<file path="src/rtl/typhoon_pkg.sv">
// Shared types and helpers for the tile scheduler slice.
// Scheduler states, tile buffer states and tile-count arithmetic.
package typhoon_pkg;

  typedef enum logic [1:0] {
    IDLE,
    RUN,
    FLIP
  } sched_state_t;

  typedef enum logic [1:0] {
    FREE,
    RASTER,
    FULL,
    STREAM
  } buf_state_t;

  function automatic int tiles_along(input int len, input int dim);
    return (len + dim - 1) / dim;
  endfunction

endpackage

</file>
<file path="src/rtl/tile_coord_walker.sv">
// Row-major tile origin stepper with a consumed-tile counter.
// Holds the last origin once every tile has been stepped past.
module tile_coord_walker #(
  parameter int CW       = 10,
  parameter int TILE_DIM = 8,
  parameter int TILES_X  = 80,
  parameter int TILES_Y  = 60,
  parameter int NW       = $clog2(TILES_X * TILES_Y + 1)
) (
  input  logic          BOARD_CLK,
  input  logic          RESET_N,
  input  logic          clear,
  input  logic          step,
  output logic [CW-1:0] x,
  output logic [CW-1:0] y,
  output logic [NW-1:0] cnt
);

  localparam logic [CW-1:0] LastX = CW'((TILES_X - 1) * TILE_DIM);
  localparam logic [CW-1:0] LastY = CW'((TILES_Y - 1) * TILE_DIM);
  localparam logic [CW-1:0] Pitch = CW'(TILE_DIM);
  localparam logic [NW-1:0] Total = NW'(TILES_X * TILES_Y);

  logic atEnd;

  assign atEnd = (x == LastX) && (y == LastY);

  always_ff @(posedge BOARD_CLK or negedge RESET_N) begin
    if (!RESET_N) begin
      x   <= '0;
      y   <= '0;
      cnt <= '0;
    end else if (clear) begin
      x   <= '0;
      y   <= '0;
      cnt <= '0;
    end else if (step && cnt != Total) begin
      cnt <= cnt + NW'(1);
      if (!atEnd) begin
        if (x == LastX) begin
          x <= '0;
          y <= y + Pitch;
        end else begin
          x <= x + Pitch;
        end
      end
    end
  end

endmodule

</file>
<file path="src/rtl/tile_scheduler.sv">
// Frame/tile sequencer feeding a rasterizer and an SRAM streamer
// through a FIFO ring of NUM_BUFS tile buffers.
module tile_scheduler
  import typhoon_pkg::*;
#(
  parameter int SCREEN_W = 640,
  parameter int SCREEN_H = 480,
  parameter int TILE_DIM = 8,
  parameter int NUM_BUFS = 2,
  parameter int CW       = 10,
  parameter int BW       = $clog2(NUM_BUFS)
) (
  input  logic          BOARD_CLK,
  input  logic          RESET_N,
  input  logic          frame_start,
  output logic          raster_start,
  output logic [CW-1:0] raster_x,
  output logic [CW-1:0] raster_y,
  output logic [BW-1:0] raster_buf,
  input  logic          raster_done,
  output logic          stream_start,
  output logic [CW-1:0] stream_x,
  output logic [CW-1:0] stream_y,
  output logic [BW-1:0] stream_buf,
  input  logic          stream_done,
  output logic          front_buffer,
  output logic          frame_done,
  output logic          busy
);

  localparam int TilesX = tiles_along(SCREEN_W, TILE_DIM);
  localparam int TilesY = tiles_along(SCREEN_H, TILE_DIM);
  localparam int Nt     = TilesX * TilesY;
  localparam int NW     = $clog2(Nt + 1);
  localparam int FW     = $clog2(NUM_BUFS + 1);
  localparam logic [BW-1:0] LastBuf = BW'(NUM_BUFS - 1);

  sched_state_t  state, stateNext;
  buf_state_t    bufState [NUM_BUFS];
  logic [BW-1:0] rPtr, sPtr;
  logic [FW-1:0] fc;
  logic [NW-1:0] rCnt, sCnt;
  logic          rasterBusy, streamBusy;
  logic          frameGo, rIssue, rDone, sIssue, sDone, sLast;

  function automatic logic [BW-1:0] bump(input logic [BW-1:0] p);
    return (p == LastBuf) ? '0 : p + BW'(1);
  endfunction

  assign frameGo = (state == IDLE) && frame_start;
  assign rDone   = rasterBusy && raster_done;
  assign sDone   = streamBusy && stream_done;
  assign rIssue  = (state == RUN) && !rasterBusy &&
                   (rCnt != NW'(Nt)) && (bufState[rPtr] == FREE);
  assign sIssue  = (state == RUN) && !streamBusy && (fc != '0);
  assign sLast   = sDone && (sCnt == NW'(Nt - 1));

  assign frame_done = (state == FLIP);
  assign busy       = (state != IDLE);

  tile_coord_walker #(
    .CW(CW), .TILE_DIM(TILE_DIM),
    .TILES_X(TilesX), .TILES_Y(TilesY), .NW(NW)
  ) rasterWalk (
    .BOARD_CLK(BOARD_CLK), .RESET_N(RESET_N),
    .clear(frameGo), .step(rDone),
    .x(raster_x), .y(raster_y), .cnt(rCnt)
  );

  tile_coord_walker #(
    .CW(CW), .TILE_DIM(TILE_DIM),
    .TILES_X(TilesX), .TILES_Y(TilesY), .NW(NW)
  ) streamWalk (
    .BOARD_CLK(BOARD_CLK), .RESET_N(RESET_N),
    .clear(frameGo), .step(sDone),
    .x(stream_x), .y(stream_y), .cnt(sCnt)
  );

  always_comb begin
    stateNext = state;
    unique case (state)
      IDLE:    if (frame_start) stateNext = RUN;
      RUN:     if (sLast) stateNext = FLIP;
      FLIP:    stateNext = IDLE;
      default: stateNext = IDLE;
    endcase
  end

  always_ff @(posedge BOARD_CLK or negedge RESET_N) begin
    if (!RESET_N) begin
      state        <= IDLE;
      front_buffer <= 1'b0;
    end else begin
      state <= stateNext;
      if (state == RUN && stateNext == FLIP)
        front_buffer <= ~front_buffer;
    end
  end

  // Issue and retire touch different buffers in any one cycle, so the
  // per-index writes below never collide.
  always_ff @(posedge BOARD_CLK or negedge RESET_N) begin
    if (!RESET_N) begin
      for (int i = 0; i < NUM_BUFS; i++) bufState[i] <= FREE;
      rPtr         <= '0;
      sPtr         <= '0;
      fc           <= '0;
      rasterBusy   <= 1'b0;
      streamBusy   <= 1'b0;
      raster_start <= 1'b0;
      stream_start <= 1'b0;
      raster_buf   <= '0;
      stream_buf   <= '0;
    end else begin
      raster_start <= rIssue;
      stream_start <= sIssue;
      if (frameGo) begin
        rPtr <= '0;
        sPtr <= '0;
        fc   <= '0;
      end
      if (rIssue) begin
        rasterBusy     <= 1'b1;
        bufState[rPtr] <= RASTER;
        raster_buf     <= rPtr;
      end
      if (rDone) begin
        rasterBusy     <= 1'b0;
        bufState[rPtr] <= FULL;
        rPtr           <= bump(rPtr);
      end
      if (sIssue) begin
        streamBusy     <= 1'b1;
        bufState[sPtr] <= STREAM;
        stream_buf     <= sPtr;
      end
      if (sDone) begin
        streamBusy     <= 1'b0;
        bufState[sPtr] <= FREE;
        sPtr           <= bump(sPtr);
      end
      if (rDone && !sDone)
        fc <= fc + FW'(1);
      else if (sDone && !rDone)
        fc <= fc - FW'(1);
    end
  end

endmodule

</file>
<file path="config.mk">
export PLATFORM = sky130hd
export DESIGN_NAME = tile_scheduler
export DESIGN_NICKNAME = d
export VERILOG_FILES = /design/src/rtl/typhoon_pkg.sv /design/src/rtl/tile_coord_walker.sv /design/src/rtl/tile_scheduler.sv
export SDC_FILE = /design/constraint.sdc
export NUM_CORES = 1
export LEC_CHECK = 0
export ABC_CLOCK_PERIOD_IN_PS = 2100
export CORE_MARGIN = 1
export CORE_UTILIZATION = 55
export CTS_CLUSTER_DIAMETER = 120
export DETAILED_ROUTE_END_ITERATION = 16
export DONT_BUFFER_PORTS = 1
export GPL_TIMING_DRIVEN = 0
export PLACE_DENSITY = 0.7
export SLEW_MARGIN = 20
export SYNTH_ARGS = -nofsm -noshare
export SYNTH_HDL_FRONTEND = slang
export SYNTH_HIERARCHICAL = 1
export SYNTH_SLANG_ARGS = --single-unit
</file>
<file path="constraint.sdc">
create_clock -name BOARD_CLK -period 2.1 [get_ports BOARD_CLK]
set_clock_uncertainty 0.05 [all_clocks]
set_input_delay 0.63 -clock BOARD_CLK [delete_from_list [all_inputs] [get_ports BOARD_CLK]]
set_output_delay 0.63 -clock BOARD_CLK [all_outputs]
set_load 0.03 [all_outputs]
</file>
==> results of run 1 <==
critical path: stages (launching register included):
cell and delay [ps]:
dfrtp_1 440, or4b_4 580, o31ai_4 320, buf_6 200, buf_12 130, mux2i_1 220
nor2_1 60
cell usage after synthesis (6+ instances only):
master,instances,area [um^2]
nand2_1,27,101
clkbuf_1,6,22.5
nor2_1,37,139
nor2b_1,9,56.3
nand4_1,9,56.3
nand2b_1,7,43.8
nor4_1,9,56.3
nand3_1,19,95.1
xor2_1,8,70.1
dfrtp_1,71,1780
ha_1,9,113
a21oi_1,21,105
o21ai_0,16,80.1
or4b_2,6,60.1
mux2_4,6,90.1
nor3_2,8,80.1
or4_1,6,45.0
or3_1,8,50.1
buf_4,14,105
nor3_1,6,30.0
and4_1,6,52.6
nand4b_1,6,52.6
inv_1,25,93.8
xnor2_1,14,123
state kept, by name (all words and copies together) (netlist names), 2 cells and up:
register and cells:
streamWalk/cnt 13, streamWalk/y 7, rasterWalk/x 7, fc 2, bufState 4, rasterWalk/y 7
state 2, streamWalk/x 7, rasterWalk/cnt 13
power breakdown:
group          internal (mW)  switching, mW
Combinational          0.818          0.782
Sequential              1.70          0.648
Clock                  0.558          0.515
per-layer routing:
| layer | wire [um] | up-vias | track usage |
|---|---|---|---|
| met5 | 0 | - | 0 |
| met2 | 4340 | 89 | 0.369 |
| li1 | - | 1572 | - |
| met4 | 119 | 0 | 0.0821 |
| met1 | 4180 | 1651 | 0.335 |
| met3 | 468 | 12 | 0.0597 |
layout make-up:
cell class / instances / area share
buffer: 27 / 0.0457
clock inverter: 2 / 0.00261
multi-input combinational: 306 / 0.447
inverter: 26 / 0.0211
tap: 99 / 0.0258
sequential: 71 / 0.373
timing repair buffer: 23 / 0.0467
clock buffer: 14 / 0.0381
logic make-up (layout without fill, tap and decap cells):
group	count (synthesis)	count (layout)	synth area share
DFF	71	71	0.431
xor gates and xnor gates	23	23	0.0507
and+or+nand+nor	187	187	0.273
AOI/OAI and AO/OA	63	63	0.105
muxes	12	12	0.0367
adders and majority gates	9	9	0.0273
buffers and inverters	53	92	0.0744
other	2	12	0.00182
layout by cell type, fill, tap and decap left out, drive strengths merged, types with 5 or more instances in the layout:
cell type / instances
nor3: 14
nand2: 27
nand4b: 6
and4: 6
nor2b: 9
o311ai: 7
dfrtp: 71
nor4: 10
ha: 9
nand3: 20
xnor2: 14
or4b: 10
o31ai: 5
buf: 43
o21ai: 20
a21oi: 21
conb: 12
or3: 9
nand4: 9
inv: 25
nand2b: 7
mux2i: 5
clkbuf: 21
mux2: 7
or4: 6
o211ai: 5
xor2: 9
nor2: 37
path summary, 6_finish.rpt:
kind | slack [ps] | endpoint | depth (start not counted) | start
max | 10 | rasterWalk/cnt[1] | 6 | rasterWalk/cnt[11]
min | -80 | rasterWalk/x[8] | 0 | RESET_N
max reg2reg | 10 | rasterWalk/cnt[1] | 6 | rasterWalk/cnt[11]
min reg2reg | 410 | state[0] | 1 | state[1]
max in group asynchronous | 1950 | streamWalk/cnt[8] | 0 | RESET_N
min in group BOARD_CLK | 340 | streamBusy | 1 | stream_done
timing repair:
action / 4_1_cts / 5_1_grt
resized for setup: 8 / 34
pin swaps: 2 / 10
setup buffers: 9 / 10
endpoints found under the hold margin: 71 / 71
setup endpoints to repair: 45 / 49
cloned: 3 / 1
==> Implementation_results.wiki, run 1 <==
{| class="wikitable"
! Metric !! Value
|-
| Outcome || finished, violations left
|-
| Violated checks || negative hold slack
|-
| First-pass GRT wire length || 14700 um
|-
| Crit Path Max Fanout || 6
|-
| Instance count of the mapped netlist || 420
|-
| Skew-Pair Late Insertion Delay || roughly 340 ps
|-
| Final wirelength || roughly 9000 um
|-
| Synth Cell Area || about 0.0041 mm^2
|-
| 1st-iter DRT viols || 160
|-
| Clock tree from TritonCTS || done
|-
| Share of async-settable or async-resettable flops after synthesis || 1.00
|-
| Hold/Removal Path Class || primary input to asynchronous set/reset pin
|-
| Largest net degree at the start of global routing || just over 70
|-
| Pwr Density || about 1000 mW/mm^2
|-
| Worst-case setup margin in the final layout || 11.0 ps
|-
| Half-perimeter wire length of the detailed placement result || roughly 5900 um
|-
| Post-synthesis average cell area || 9.82 um^2
|-
| Area occupied by multi-input gates || 0.00214 mm^2
|-
| Via count of the first global-routing pass || 3083
|-
| EDFF count, synth || 0
|-
| Share of the yosys chip area belonging to registers || 0.431
|-
| Number of inserted filler cells in the final layout || a little under 600
|-
| Total via count after detailed routing || between 3000 and 4000
|-
| Placed inst area || 0.00428 mm^2
|-
| Starting density of the core || 0.568
|-
| Setup TNS || 0 ps
|-
| GRT Residual Overflow || 0
|-
| Final Hold Viols || 71
|-
| Total Die Area || a little under 0.008 mm^2
|-
| Total inserted antenna cells || 0
|-
| Core Region || a little over 0.007 mm^2
|-
| Max-slew headroom || 0.564
|-
| Storage element area || approximately 0.0018 mm^2
|-
| MaxCap Viol Count || 0
|-
| Share of the core filled with cells || 0.661
|-
| Clock Tree Root || clkbuf_8
|-
| Crit path time final || 2090 ps
|-
| Routed len/inst || 16.0 um
|-
| Hold WS || -80.9 ps
|-
| Critical path class || flip-flop to flip-flop
|-
| Flop and latch count out of synthesis || roughly 70
|-
| GR Util All Layers || 0.241
|-
| Ports placed on the boundary || 52
|-
| Placed cell count || ~530
|-
| Number of buffers between clock root and the deepest sink || 2
|-
| Worst IR drop on VDD || between 0.0007 and 0.0008 V
|-
| Overall power of the completed layout || roughly 5 mW
|-
| Ratio of final minimum period to clock period || 0.995
|-
| Endpoint type of the worst setup path || flip-flop
|-
| Area growth from synthesis to final layout || 16.2%
|-
| Nature of the critical path startpoint || flip-flop
|-
| Total iterations of the first detailed-routing run || 4
|-
| Cts bufs inserted || 9
|-
| Arrival time worst endpoint || between 2000 and 2500 ps
|-
| H-tree depth || 3
|-
| Net count reported at finish || between 400 and 500
|-
| Transition at the pin with the smallest max-transition slack || 652 ps
|-
| Final standard cell count with taps included and fillers excluded || around 570
|-
| Unrepaired setup endpoints after global routing || yes
|-
| Antenna violations before repair || 0
|-
| Final antenna-violating net count || 0
|-
| Main synth FF type || dfrtp_1
|-
| Proportion of layout cells with a drive suffix above 1 || 0.264
|-
| Leakage component of the power || 2.04 nW
|-
| Number of remaining DRC errors || 0
|-
| Total number of placement rows || 31
|-
| Gp weighted congestion || roughly 0.85
|-
| Number of endpoints failing setup at the final stage || 0
|-
| Clock tree sinks || 71
|-
| Fmax || about 480 MHz
|-
| Number of buffers inserted by port buffering || 0
|-
| Vertical die dimension || roughly 89 um
|-
| Clock input transition at the sequential cells of the worst setup and hold paths || roughly 80 ps
|-
| DIE WIDTH || 88.6 um
|-
| Endpoint required time on the critical path || about 2300 ps
|-
| Post-route cell area || roughly 0.0048 mm^2
|-
| Worst slack after detailed placement || -231 ps
|-
| Unique masters post-synth || 55
|-
| Synthesis Warnings || 6
|-
| Vias per cell || ~5.9
|-
| Count of final max-slew check failures || 0
|}
Note: power is estimated with default switching activity, not from simulation.
==> run 2, diff against run 1 <==
Settings changed: ABC_CLOCK_PERIOD_IN_PS 2100 to 2200, PLACE_DENSITY 0.7 to 0.67.
Clock period 2.1 ns to 2.2 ns, I/O delays scaled along.
==> run 2 against run 1 <==
Net effect: the run still ends with negative hold slack left; count of clock-buffer cells in the layout decreased by 2; critical path depth up 2; sequential power is 4% lower; die area is the same; first-iteration DRC count shrank 16%; largest power group unchanged; critical endpoint unchanged; wire length is 4.7% lower.
==> Implementation_results.wiki, run 2 (synthesis results as in run 1) <==
{| class="wikitable"
! Metric !! Value
|-
| Outcome || finished, violations left
|-
| Violated checks || negative hold slack
|-
| Placed cell count || 529
|-
| Unrepaired setup endpoints after global routing || yes
|-
| Total via count after detailed routing || between 3000 and 4000
|-
| Total inserted antenna cells || 0
|-
| Total iterations of the first detailed-routing run || 4
|-
| Half-perimeter wire length of the detailed placement result || about 5800 um
|-
| Core Region || 0.00725 mm^2
|-
| Transition at the pin with the smallest max-transition slack || around 570 ps
|-
| Overall power of the completed layout || about 4.6 mW
|-
| Leakage component of the power || 1.99 nW
|-
| Number of buffers between clock root and the deepest sink || 2
|-
| Endpoint type of the worst setup path || flip-flop
|-
| Count of final max-slew check failures || 0
|-
| Proportion of layout cells with a drive suffix above 1 || 0.229
|-
| Skew-Pair Late Insertion Delay || approximately 340 ps
|-
| Clock tree from TritonCTS || done
|-
| Clock Tree Root || clkbuf_8
|-
| Psw || 1.80 mW
|-
| Part of the total power dissipated in the clock network || 0.208
|-
| Fmax || 471 MHz
|-
| Endpoint required time on the critical path || 2370 ps
|-
| Total Die Area || 0.00785 mm^2
|-
| 1st-iter DRT viols || ~130
|-
| First-pass GRT wire length || roughly 14000 um
|-
| Routed len/inst || between 15 and 20 um
|-
| Final antenna-violating net count || 0
|-
| Net count reported at finish || around 470
|-
| Pwr Density || 980 mW/mm^2
|-
| Hold WS || -43.0 ps
|-
| Worst slack after detailed placement || -185 ps
|-
| Sequential share of power || 0.495
|-
| DIE WIDTH || ~89 um
|-
| Via count of the first global-routing pass || around 3000
|-
| Nature of the critical path startpoint || flip-flop
|-
| Antenna violations before repair || 0
|-
| Top library cells by usage in the layout, fill and taps aside || dfrtp_1 (69), nor2_1 (37), buf_4 (28)
|-
| Critical path class || flip-flop to flip-flop
|-
| Crit path time final || ~2100 ps
|-
| Number of buffers inserted by port buffering || 0
|-
| Ratio of final minimum period to clock period || 0.965
|-
| Total number of placement rows || 31
|-
| Starting density of the core || 0.568
|-
| Arrival time worst endpoint || roughly 2300 ps
|-
| Number of remaining DRC errors || 0
|-
| Number of endpoints failing setup at the final stage || 0
|-
| Vias per cell || ~5.7
|-
| Ports placed on the boundary || 52
|-
| Cts bufs inserted || 9
|-
| Final standard cell count with taps included and fillers excluded || ~560
|-
| MaxCap Viol Count || 0
|-
| Cell-internal power || ~2.8 mW
|-
| Clock tree sinks || a little over 70
|-
| Hold/Removal Path Class || primary input to asynchronous set/reset pin
|-
| Leading registers by flop count || rasterWalk/cnt x13, streamWalk/cnt x13
|-
| Largest net degree at the start of global routing || 72
|-
| Final Hold Viols || 71
|-
| Worst-case setup margin in the final layout || approximately 76 ps
|-
| H-tree depth || 3
|-
| Final wirelength || about 8700 um
|-
| Gp weighted congestion || 0.814
|-
| Worst IR drop on VDD || between 0.0007 and 0.0008 V
|-
| GRT Residual Overflow || 0
|-
| Max-slew headroom || 0.616
|-
| Area growth from synthesis to final layout || 13.0%
|-
| Crit Path Max Fanout || 6
|-
| Combinational group share of total power || 0.297
|-
| Clock input transition at the sequential cells of the worst setup and hold paths || approximately 80 ps
|-
| Vertical die dimension || 88.6 um
|-
| Switching Fraction || 0.394
|-
| GR Util All Layers || 0.234
|-
| Most common cell after layout, fill and taps aside || dfrtp_1
|}
[run 2: path summary, 6_finish.rpt]
check	from	to	slack (ps)	depth (start not counted)
min	RESET_N	streamWalk/cnt[9]	-40	0
max in group asynchronous	RESET_N	streamWalk/cnt[1]	2030	0
max	rasterWalk/cnt[0]	rasterWalk/cnt[1]	80	8
min in group BOARD_CLK	stream_done	streamBusy	370	1
max reg2reg	rasterWalk/cnt[0]	rasterWalk/cnt[1]	80	8
min reg2reg	state[1]	state[0]	420	1
[run 2: power by group through the flow]
stage | Sequential (mW) | Clock, mW | Combinational (mW)
2_1_floorplan | 2.18 | 0 | 0.979
3_3_place_gp | 2.27 | 0 | 1.12
3_5_place_dp | 2.28 | 0 | 1.16
4_1_cts | 2.26 | 0.973 | 1.18
5_1_grt | 2.32 | 1.04 | 1.52
6_report | 2.26 | 0.951 | 1.35
[run 2: metrics by stage]
stage	area (um^2)	TNS (ps)	utilization
after floorplan	4160	0	-
after global placement	4280	-3320	0.591
after detailed placement	4280	-3680	0.591
after CTS	4480	0	0.618
after global routing	4660	-114	0.642
final	4660	0	0.642
[run 2: final cells by class]
cell class	count	area, um^2
Fill cell	622	2600
Clock buffer	12	155
Buffer	27	215
Sequential cell	71	1780
Inverter	26	97.6
Multi-Input combinational cell	306	2120
Clock inverter	4	20.0
Timing Repair Buffer	17	146
Tap cell	99	124
[run 2: worst max-delay path, stage by stage, from the launching register on]
cell     delay, ps
dfrtp_1        430
inv_2           80
ha_1           150
or4b_4         490
o31ai_4        270
buf_6          190
buf_12         120
mux2i_1        180
nor2_1          50
[run 2: repair_timing]
item | CTS | global route
setup buffers | 3 | 12
pin swaps | 2 | 6
setup endpoints to repair | 36 | 40
hold endpoints to repair | 71 | 71
gates resized for setup | 2 | 23
cloned | 0 | 2
[run 2: metal layers]
layer,track usage,vias to the layer above,routed length (um)
met3,0.0429,12,321
met5,0,-,0
met4,0.0894,0,133
met1,0.313,1558,3910
met2,0.381,63,4320
li1,-,1556,-
